### src/rtl/laser_btn_conditioner_pkg.sv
// Shared definitions for the laser button conditioner and laser timer:
// FSM state encodings, default debounce/lockout lengths and the laser on-time.
package laser_btn_conditioner_pkg;

    typedef enum logic [2:0] {
        S_IDLE  = 3'd0,
        S_DEB_P = 3'd1,
        S_FIRE  = 3'd2,
        S_HELD  = 3'd3,
        S_DEB_R = 3'd4
    } state_t;

    localparam int LASER_ON_CYCLES     = 16;
    localparam int DEBOUNCE_CYCLES_DEF = 8;
    // Lockout covers the laser on-time so retriggers while firing are dropped.
    localparam int LOCKOUT_CYCLES_DEF  = LASER_ON_CYCLES;

endpackage

### src/rtl/laser_sync2.sv
// Two-flop synchronizer with asynchronous active-low clear.
module laser_sync2 (
    input  logic clk,
    input  logic rst_n,
    input  logic d,
    output logic q
);

    logic s1_reg;
    logic s2_reg;

    always_ff @(posedge clk or negedge rst_n) begin
        if (!rst_n) begin
            s1_reg <= 1'b0;
            s2_reg <= 1'b0;
        end else begin
            s1_reg <= d;
            s2_reg <= s1_reg;
        end
    end

    assign q = s2_reg;

endmodule

### src/rtl/laser_btn_conditioner.sv
// Synchronizes and debounces the raw laser push-button into a one-cycle start pulse B.
// Optional post-pulse retrigger lockout is compiled in with LASER_BTN_LOCKOUT_EN.
module laser_btn_conditioner
    import laser_btn_conditioner_pkg::*;
#(
    parameter int DEBOUNCE_CYCLES = DEBOUNCE_CYCLES_DEF,
    parameter int CNT_W           = 8,
    parameter int LOCKOUT_CYCLES  = LOCKOUT_CYCLES_DEF
) (
    input  logic Clk,
    input  logic Rst,
    input  logic BtnRaw,
    output logic B,
    output logic Busy
);

    localparam logic [CNT_W-1:0] DEB_LOAD = CNT_W'(DEBOUNCE_CYCLES - 1);

    if (DEBOUNCE_CYCLES < 1 || DEBOUNCE_CYCLES > 255 || LOCKOUT_CYCLES < 1 ||
        CNT_W < 1 || CNT_W > 16 || (DEBOUNCE_CYCLES - 1) > ((1 << CNT_W) - 1)) begin : g_bad_params
        $error("laser_btn_conditioner: illegal DEBOUNCE_CYCLES/CNT_W/LOCKOUT_CYCLES");
    end

    state_t           state_reg, state_next;
    logic [CNT_W-1:0] cnt_reg, cnt_next;
    logic             b_reg;
    logic             busy_reg;
    logic             sync;
    logic             lock_active;
    logic             lock_busy_next;

    laser_sync2 u_sync (
        .clk   (Clk),
        .rst_n (Rst),
        .d     (BtnRaw),
        .q     (sync)
    );

`ifdef LASER_BTN_LOCKOUT_EN
    localparam int LOCK_W = $clog2(LOCKOUT_CYCLES + 1);

    logic [LOCK_W-1:0] lock_reg, lock_next;

    always_comb begin
        lock_next = lock_reg;
        if (state_next == S_FIRE) begin
            lock_next = LOCK_W'(LOCKOUT_CYCLES);
        end else if (lock_reg != '0) begin
            lock_next = lock_reg - 1'b1;
        end
    end

    always_ff @(posedge Clk or negedge Rst) begin
        if (!Rst) begin
            lock_reg <= '0;
        end else begin
            lock_reg <= lock_next;
        end
    end

    assign lock_active    = (lock_reg != '0);
    assign lock_busy_next = (lock_next != '0);
`else
    assign lock_active    = 1'b0;
    assign lock_busy_next = 1'b0;
`endif

    always_comb begin
        state_next = state_reg;
        cnt_next   = cnt_reg;
        case (state_reg)
            S_IDLE: begin
                if (sync && !lock_active) begin
                    cnt_next   = DEB_LOAD;
                    state_next = S_DEB_P;
                end
            end
            S_DEB_P: begin
                if (!sync) begin
                    state_next = S_IDLE;
                end else if (cnt_reg == '0) begin
                    state_next = S_FIRE;
                end else begin
                    cnt_next = cnt_reg - 1'b1;
                end
            end
            S_FIRE: begin
                state_next = S_HELD;
            end
            S_HELD: begin
                if (!sync) begin
                    cnt_next   = DEB_LOAD;
                    state_next = S_DEB_R;
                end
            end
            S_DEB_R: begin
                if (sync) begin
                    state_next = S_HELD;
                end else if (cnt_reg == '0) begin
                    state_next = S_IDLE;
                end else begin
                    cnt_next = cnt_reg - 1'b1;
                end
            end
            default: begin
                state_next = S_IDLE;
            end
        endcase
    end

    // B and Busy are registered from the next state so they line up with state_reg.
    always_ff @(posedge Clk or negedge Rst) begin
        if (!Rst) begin
            state_reg <= S_IDLE;
            cnt_reg   <= '0;
            b_reg     <= 1'b0;
            busy_reg  <= 1'b0;
        end else begin
            state_reg <= state_next;
            cnt_reg   <= cnt_next;
            b_reg     <= (state_next == S_FIRE);
            busy_reg  <= (state_next != S_IDLE) || lock_busy_next;
        end
    end

    assign B    = b_reg;
    assign Busy = busy_reg;

endmodule

### config.mk
export PLATFORM = sky130hd
export DESIGN_NAME = laser_btn_conditioner
export DESIGN_NICKNAME = d
export VERILOG_FILES = /design/src/rtl/laser_btn_conditioner_pkg.sv /design/src/rtl/laser_sync2.sv /design/src/rtl/laser_btn_conditioner.sv
export SDC_FILE = /design/constraint.sdc
export NUM_CORES = 1
export LEC_CHECK = 0
export CAP_MARGIN = 20
export CORE_UTILIZATION = 35
export CTS_BUF_LIST = sky130_fd_sc_hd__clkbuf_4
export DETAILED_ROUTE_END_ITERATION = 12
export PLACE_DENSITY_LB_ADDON = 0.2
export SKIP_LAST_GASP = 1
export SLEW_MARGIN = 10
export SYNTH_ARGS = -nofsm -noshare
export SYNTH_HDL_FRONTEND = slang
export SYNTH_SLANG_ARGS = --single-unit
### constraint.sdc
create_clock -name Clk -period 2.4 [get_ports Clk]
set_input_delay 0.24 -clock Clk [delete_from_list [all_inputs] [get_ports Clk]]
set_output_delay 0.24 -clock Clk [all_outputs]
set_load 0.1 [all_outputs]
* After elaboration in Yosys (flattened, before gate mapping)
Index checks and enable logic that the tools add are counted.
Storage, ports and cells: output and inout bits 2, word-level logic and storage cells 34, register bits 15, input port bits 3
Operators by class: reductions and logical operators 5, add/subtract/negate cells 1, equal/unequal tests 9, multiplexer cells 13
Operators by type and width (number):
- $mux W8 | 5
- $pmux W8 S4 | 1
- $mux W3 | 6
- $pmux W3 S5 | 1
- $eq A3 B2 Y1 const B | 3
- $logic_not A8 Y1 | 1
- $sub A8 B1 Y8 const B | 1
- $reduce_and A5 Y1 | 1
- $ne A2 B1 Y1 const B | 2
- $ne A2 B2 Y1 const B | 2
- $reduce_bool A4 Y1 | 1
- $eq A3 B1 Y1 const B | 1
- $eq A3 B3 Y1 const B | 1
- $logic_not A3 Y1 | 1
- $reduce_bool A3 Y1 | 1

* Longest topological paths before layout
Gate-level depths: netlist (run 1).
depth after elaboration 5, mapped depth 7, mapped depth without buffers 6

* Hierarchy
Synthesis (run 1) repeated with hierarchy kept, for this count alone.
Unflattened totals: cell total of the unflattened synthesis 85, area total of the unflattened synthesis 853.3 µm²
By module, submodules not included:
- laser_btn_conditioner | cells an instance 83, times used 1, area each 803.3 µm², sequential area each 325.3 µm²
- laser_sync2 | cells an instance 2, times used 1, area each 50.0 µm², sequential area each 50.0 µm²

* Worst setup path before layout (run 1)
No wires, ideal clock.
kind flip-flop to flip-flop, from register cnt_reg[5], to register cnt_reg[7], clock period less this slack 1.847 ns, library setup time 0.068 ns, buffers on the path 0, data required time 2.332 ns, stages on the path, launching flop included 5, path slack 0.553 ns, arrival 1.779 ns, cell sequence dfrtp_1 or4_4 or4_1 or4_1 nand2_1
Between the ends: longest elaborated chain between the ends 4, elaborated cells between the ends (all ways) 6, those cells by class add/sub (1); mux (4); reduce/logical (1)
RTL lines:
- start: declaration | line laser_btn_conditioner.sv:25 | logic [CNT_W-1:0] cnt_reg, cnt_next;
- start signal: assignment | line laser_btn_conditioner.sv:120 | cnt_reg <= cnt_next;
- $sub A8 B1 Y8 or $logic_not A8 Y1 (tied branches)
- $mux W8 * | line laser_btn_conditioner.sv:81, laser_btn_conditioner.sv:99
- $mux W8 (on tied branches) | line laser_btn_conditioner.sv:97, laser_btn_conditioner.sv:79
- $pmux W8 S4 * | line laser_btn_conditioner.sv:71 | case (state_reg)
Every way passes the cells marked *; elsewhere a longest branch is shown, timed or not. The select of a mux whose other input is x is not followed. A chain may end at the register's enable or synchronous reset.

* Worst setup path in the final report (run 1)
from register state_reg[0], to register cnt_reg[5]
Between the ends: longest elaborated chain between the ends 3, elaborated cells between the ends (all ways) 11, those cells by class eq/ne (7); mux (1); reduce/logical (3)
RTL lines:
- start: declaration | line laser_btn_conditioner.sv:24 | state_t state_reg, state_next;
- start signal: assignment | line laser_btn_conditioner.sv:119 | state_reg <= state_next;
- $eq A3 B1 Y1 (tied with other cells) | line laser_btn_conditioner.sv:71
- $ne A2 B1 Y1 (no line) (tied with other cells)
- $reduce_and A5 Y1 (no line)
Parallel ways exist; a longest one is shown, timed or not.

==> reports/summary.txt, run 1 <==
commonest cells after routing, fill and taps aside -> dfrtp_1, nor2_1, nand2_1, inv_1, or4_1
Pwr Density -> 1048 mW/mm^2
VDD IR max -> 0.4347 mV
die width -> 49.57 um
Async SR Flop Fraction -> 100.0%
synth unique cells -> 31
Post-synth EDFFs -> 0
worst skew pair latency -> 0.29 ns
sequential fraction of the synthesis area -> 47.39%
Final Worst Setup Slack -> 0.4363 ns
Routability Congestion -> 0.7577
setup TNS -> 0 ns
detailed placer's ending HPWL -> 1071 um
clock share of power -> 16.5%
Max stage delay on crit path -> 0.53 ns
CTS clk-pin slew, worst paths -> 0.09 ns
n_diodes -> 0
Area growth syn-to-layout -> 12.16%
period utilization -> 81.82%
Post-Place Setup Slack -> 0.4397 ns
count of boundary I/O pins -> 5
First-pass DRT Iterations -> 4
predominant post-synthesis flop cell -> dfrtp_1
ordered list of cells on the worst path -> nor4b_1 > o22ai_1 > buf_4 > a2111oi_0 > mux2i_1
Psw -> 0.0003891 W
Synth Net Count -> 86
Final Hold Vio Count -> 0
Synth Instances -> 82
reg2reg path depth -> 5
Port Buffers -> 4
Post-Syn Area -> 792.0 sq um
max FFs per register -> 8
H-tree depth -> 1
Initial Util -> 38.79%
Yosys reg bits -> 15
Iter 0 DRT Violations -> 7
reg-to-reg startpoint -> state_reg[0]
P_int -> 0.0005419 W
max frequency -> 509.2 MHz
reg-to-reg endpoint -> cnt_reg[5]
combinational power share -> 41.7%
TritonCTS Buffers -> 3
WP buf/inv -> 1
die footprint -> 0.002457 sq mm
CP arrival -> 2.18 ns
Die Y -> 49.57 um
CTS-repair resized insts -> 0
Seq pwr share -> 41.8%
final-report setup violation count -> 0
crit path capture type -> flip-flop
routed length per instance -> 12.82 um
CTS tree -> yes
RSZ-0062 raised after global routing -> no
crit path time final -> 1.964 ns
Synthesis Warnings -> 0
Max-slew headroom -> 57.22%
Net count, final -> 93
switching share of power -> 41.79%
CP top delay family -> compound AO/OA/AOI/OAI gates
slew of the pin with the lowest slew margin -> 0.6397 ns
r2r setup slk -> 0.44 ns
core footprint -> 0.002042 sq mm
status -> completed
post-CTS setup buffer count -> 0
GRT Overall Usage -> 14.90%
clk sinks -> 15
WP data required -> 2.62 ns
Mapped Avg Cell Area -> 9.659 sq um
final count of pins violating max slew -> 0
most common cell after layout, fill and taps aside -> dfrtp_1
critical path launch point type -> flip-flop
CTS Buffer Depth -> 2
Hold Buf Count CTS -> 0
vias in the first global route -> 601
critical path fanouts, max -> 12
remaining routing DRC violations -> 0
# rows -> 16
max_cap viols -> 0
Root Driver -> clkbuf_4
layout cells sized above 1 -> 14.77%
final wirelength -> 1474 um
Crit Path Class -> flip-flop to flip-flop
GRT Residual Overflow -> 0
skew final -> 0.01030 ns
CP max stage cell -> a2111oi_0
Leak -> 0.3979 nW
first-pass GRT wire length -> 2677 um
largest net degree at the start of global routing -> 16
worst hold path class -> primary input to async pin
vias per cell -> 5.365
Final ANT Viol Nets -> 0
initial antenna violation count -> 0
via count -> 617
## cell usage after synthesis (all sizes together), types with 2 or more instances
cell type / count / area (sq um)
nor3b: 2 / 15.01
nand2b: 2 / 12.51
nand2: 6 / 22.52
o22ai: 3 / 18.77
or2: 2 / 12.51
nor4b: 3 / 26.28
inv: 5 / 18.77
or4: 6 / 48.80
or3: 2 / 12.51
o211ai: 3 / 22.52
buf: 2 / 10.01
dfrtp: 15 / 375.4
mux2i: 3 / 30.03
nor2b: 2 / 12.51
clkbuf: 2 / 7.510
a21oi: 3 / 15.01
nor2: 8 / 30.03
## through the flow
step / instance area (sq um) / power (W) / utilization, % / instances / hold WS [ns]
finish: 888.4 / 0.0009309 / 43.50 / 115 / 0.3377
global route: 888.4 / 0.001011 / 43.50 / 115 / 0.3626
CTS: 888.4 / 0.0009355 / 43.50 / 115 / 0.3580
detailed placement: 858.3 / 0.0007784 / 42.03 / 111 / 0.3389
global placement: 858.3 / 0.0007723 / 42.03 / 111 / 0.3368
floorplan: 792.0 / 0.0006850 / - / 82 / -0.05559
## power groups by stage
stage / sequential, W / clock (W) / combinational (W)
4_1_cts: 0.000386 / 0.000159 / 0.000390
5_1_grt: 0.000403 / 0.000175 / 0.000433
3_5_place_dp: 0.000391 / 0 / 0.000387
2_1_floorplan: 0.000398 / 0 / 0.000287
6_report: 0.000389 / 0.000153 / 0.000388
3_3_place_gp: 0.000392 / 0 / 0.000380
## layer usage
layer / up-vias / global-route usage, % / wire length [um]
li1: 314 / - / -
met2: 12 / 23.65 / 692
met4: 0 / 7.143 / 30
met5: - / 0 / 0
met1: 286 / 17.02 / 671
met3: 5 / 6.481 / 79
## how the worst max path moves through the flow
stage,cells past startpoint,slack [ns],endpoint,startpoint
after floorplan,4,0.55,cnt_reg[7],cnt_reg[5]
after global placement,5,0.48,cnt_reg[5],state_reg[1]
after detailed placement,5,0.44,cnt_reg[5],state_reg[0]
after CTS,5,0.42,cnt_reg[5],state_reg[0]
after global routing,5,0.28,cnt_reg[5],state_reg[0]
final,5,0.44,cnt_reg[5],state_reg[0]
## cell type report
| class | count | area (sq um) |
|---|---|---|
| clock buffer | 4 | 30.03 |
| fill | 217 | 1154 |
| inverter | 5 | 18.77 |
| multi-input combinational | 58 | 380.4 |
| sequential | 15 | 375.4 |
| tap | 27 | 33.78 |
| timing repair buffer | 6 | 50.05 |
## logic make-up after synthesis
family,synth area share [%]
simple gates,27.49
compound gates,14.06
mux,3.792
xor+xnor,1.106
fa+ha+maj,1.580
buf+inv,4.582
flops,47.39
## worst reg2reg max path, cell delays in order, from the launching register on
cell and delay (ns):
dfrtp_1 0.50, nor4b_1 0.35, o22ai_1 0.11, buf_4 0.18, a2111oi_0 0.53, mux2i_1 0.23
Power figures use the tool's default switching activity.
==> run 2: changes to the inputs <==
- clock period: 2.4 -> 1.8 ns (I/O delays scaled with it)
==> reports/summary.txt, run 2 (synthesis results as in run 1) <==
RSZ-0062 raised after global routing -> yes
CP max stage cell -> or4_4
WL met2 -> 910 um
commonest cells after routing, fill and taps aside -> buf_4, dfrtp_1, nor2_1, nand2_1
most common cell after layout, fill and taps aside -> buf_4
vias in the first global route -> 723
# fillers -> 190
Net count, final -> 113
Hold Buf Count CTS -> 0
Iter 0 DRT Violations -> 13
layout cells sized above 1 -> 44.44%
DP Cell Count -> 130
remaining routing DRC violations -> 0
final wirelength -> 1904 um
combinational power share -> 55.5%
GRT Residual Overflow -> 0
vias per cell -> 5.356
critical path fanouts, max -> 3
max_cap viols -> 0
critical path launch point type -> flip-flop
Final Worst Setup Slack -> -0.08976 ns
H-tree depth -> 1
failing checks -> negative setup slack
Post-Place Setup Slack -> -0.07721 ns
P_int -> 0.0009359 W
detailed placer's ending HPWL -> 1260 um
Max-slew headroom -> 72.12%
ordered list of cells on the worst path -> or4_4 > or4_4 > or4_1 > nand2_1
clock share of power -> 13.2%
total power draw -> 0.001603 W
First-pass DRT Iterations -> 3
CTS Buffer Depth -> 2
WL met3 -> 44 um
Area growth syn-to-layout -> 43.60%
VDD IR max -> 0.7237 mV
Crit Path Class -> flip-flop to flip-flop
Root Driver -> clkbuf_4
largest net degree at the start of global routing -> 16
Routability Congestion -> 0.8067
initial antenna violation count -> 0
Port Buffers -> 4
crit path capture type -> flip-flop
first-pass GRT wire length -> 3236 um
CTS clk-pin slew, worst paths -> 0.09 ns
die width -> 49.57 um
# rows -> 16
final instance area -> 0.001137 sq mm
final count of pins violating max slew -> 0
switching share of power -> 41.61%
CP top delay family -> simple AND/OR/NAND/NOR gates
max frequency -> 529.2 MHz
n_diodes -> 0
dpl cell area -> 0.001001 sq mm
Psw -> 0.0006670 W
Final ANT Viol Nets -> 0
routed length per instance -> 14.10 um
Finished Layout Cells -> 135
CTS tree -> yes
WP buf/inv -> 0
Leak -> 0.5093 nW
GRT Overall Usage -> 17.63%
worst hold path class -> primary input to async pin
crit path time final -> 1.890 ns
status -> finished with violations
most frequent CP cell -> or4_4
Initial Util -> 38.79%
Max stage delay on crit path -> 0.55 ns
routed length on met1 -> 906 um
period utilization -> 105.0%
Pwr Density -> 1409 mW/mm^2
WP data required -> 2.03 ns
core footprint -> 0.002042 sq mm
TritonCTS Buffers -> 3
via count -> 723
Die Y -> 49.57 um
final-report setup violation count -> 2
max FFs per register -> 8
Final Hold Vio Count -> 0
Top Layer Used -> met4
die footprint -> 0.002457 sq mm
clk sinks -> 15
skew final -> 0.001840 ns
Seq pwr share -> 31.3%
worst skew pair latency -> 0.28 ns
slew of the pin with the lowest slew margin -> 0.4162 ns
count of boundary I/O pins -> 5
CP arrival -> 2.12 ns
-- run 2: worst paths after layout --
| path | startpoint | endpoint | slack [ns] | cells after the start |
|---|---|---|---|---|
| setup / recovery | cnt_reg[2] | cnt_reg[7] | -0.09 | 4 |
| hold / removal | Rst | B | 0.20 | 2 |
| setup reg to reg | cnt_reg[2] | cnt_reg[7] | -0.09 | 4 |
| hold reg to reg | u_sync.s1_reg | u_sync.q | 0.36 | 0 |
| max in group asynchronous | Rst | state_reg[1] | 1.40 | 2 |
| min in group Clk | BtnRaw | u_sync.s1_reg | 0.32 | 1 |
-- run 2: layout make-up --
| class | count | area (sq um) | area share [%] |
|---|---|---|---|
| Clock buffer | 4 | 30.03 | 2.640 |
| Inverter | 5 | 18.77 | 1.650 |
| Timing Repair Buffer | 26 | 203.9 | 17.93 |
| Sequential cell | 15 | 376.6 | 33.11 |
| Tap cell | 27 | 33.78 | 2.970 |
| Multi-Input combinational cell | 58 | 474.2 | 41.69 |
-- run 2: metrics by stage --
stage / TNS (ns) / hold slack, ns / util (%)
6_report: -0.09363 / 0.2047 / 55.70
2_1_floorplan: -0.06181 / -0.1156 / -
5_1_grt: -0.4785 / 0.2141 / 55.70
4_1_cts: -0.1360 / 0.2007 / 53.37
3_5_place_dp: -0.2649 / 0.3420 / 49.02
3_3_place_gp: -0.3354 / 0.3351 / 49.02
-- run 2: power by group through the flow --
stage	sequential [W]	combinational, W	clock (W)
6_report	0.000502	0.000890	0.000211
4_1_cts	0.000485	0.000822	0.000220
3_3_place_gp	0.000483	0.000735	0
2_1_floorplan	0.000531	0.000388	0
3_5_place_dp	0.000486	0.000748	0
5_1_grt	0.000511	0.000973	0.000238
-- run 2: routing by layer --
metal	up-vias	GRT usage (%)
met1	357	23.21
met4	0	8.571
met5	-	0
li1	353	-
met3	5	3.704
met2	8	27.25
-- run 2: timing repair --
item | CTS | global route
pin swaps | 0 | 3
endpoints found under the setup margin | 9 | 12
buffers inserted | 1 | 0
gates resized for setup | 11 | 11
-- run 2: worst reg2reg max path, cell delays in order (launching register included) --
cell and delay [ns]:
dfrtp_1 0.39, or4_4 0.55, or4_4 0.42, or4_1 0.40, nand2_1 0.07
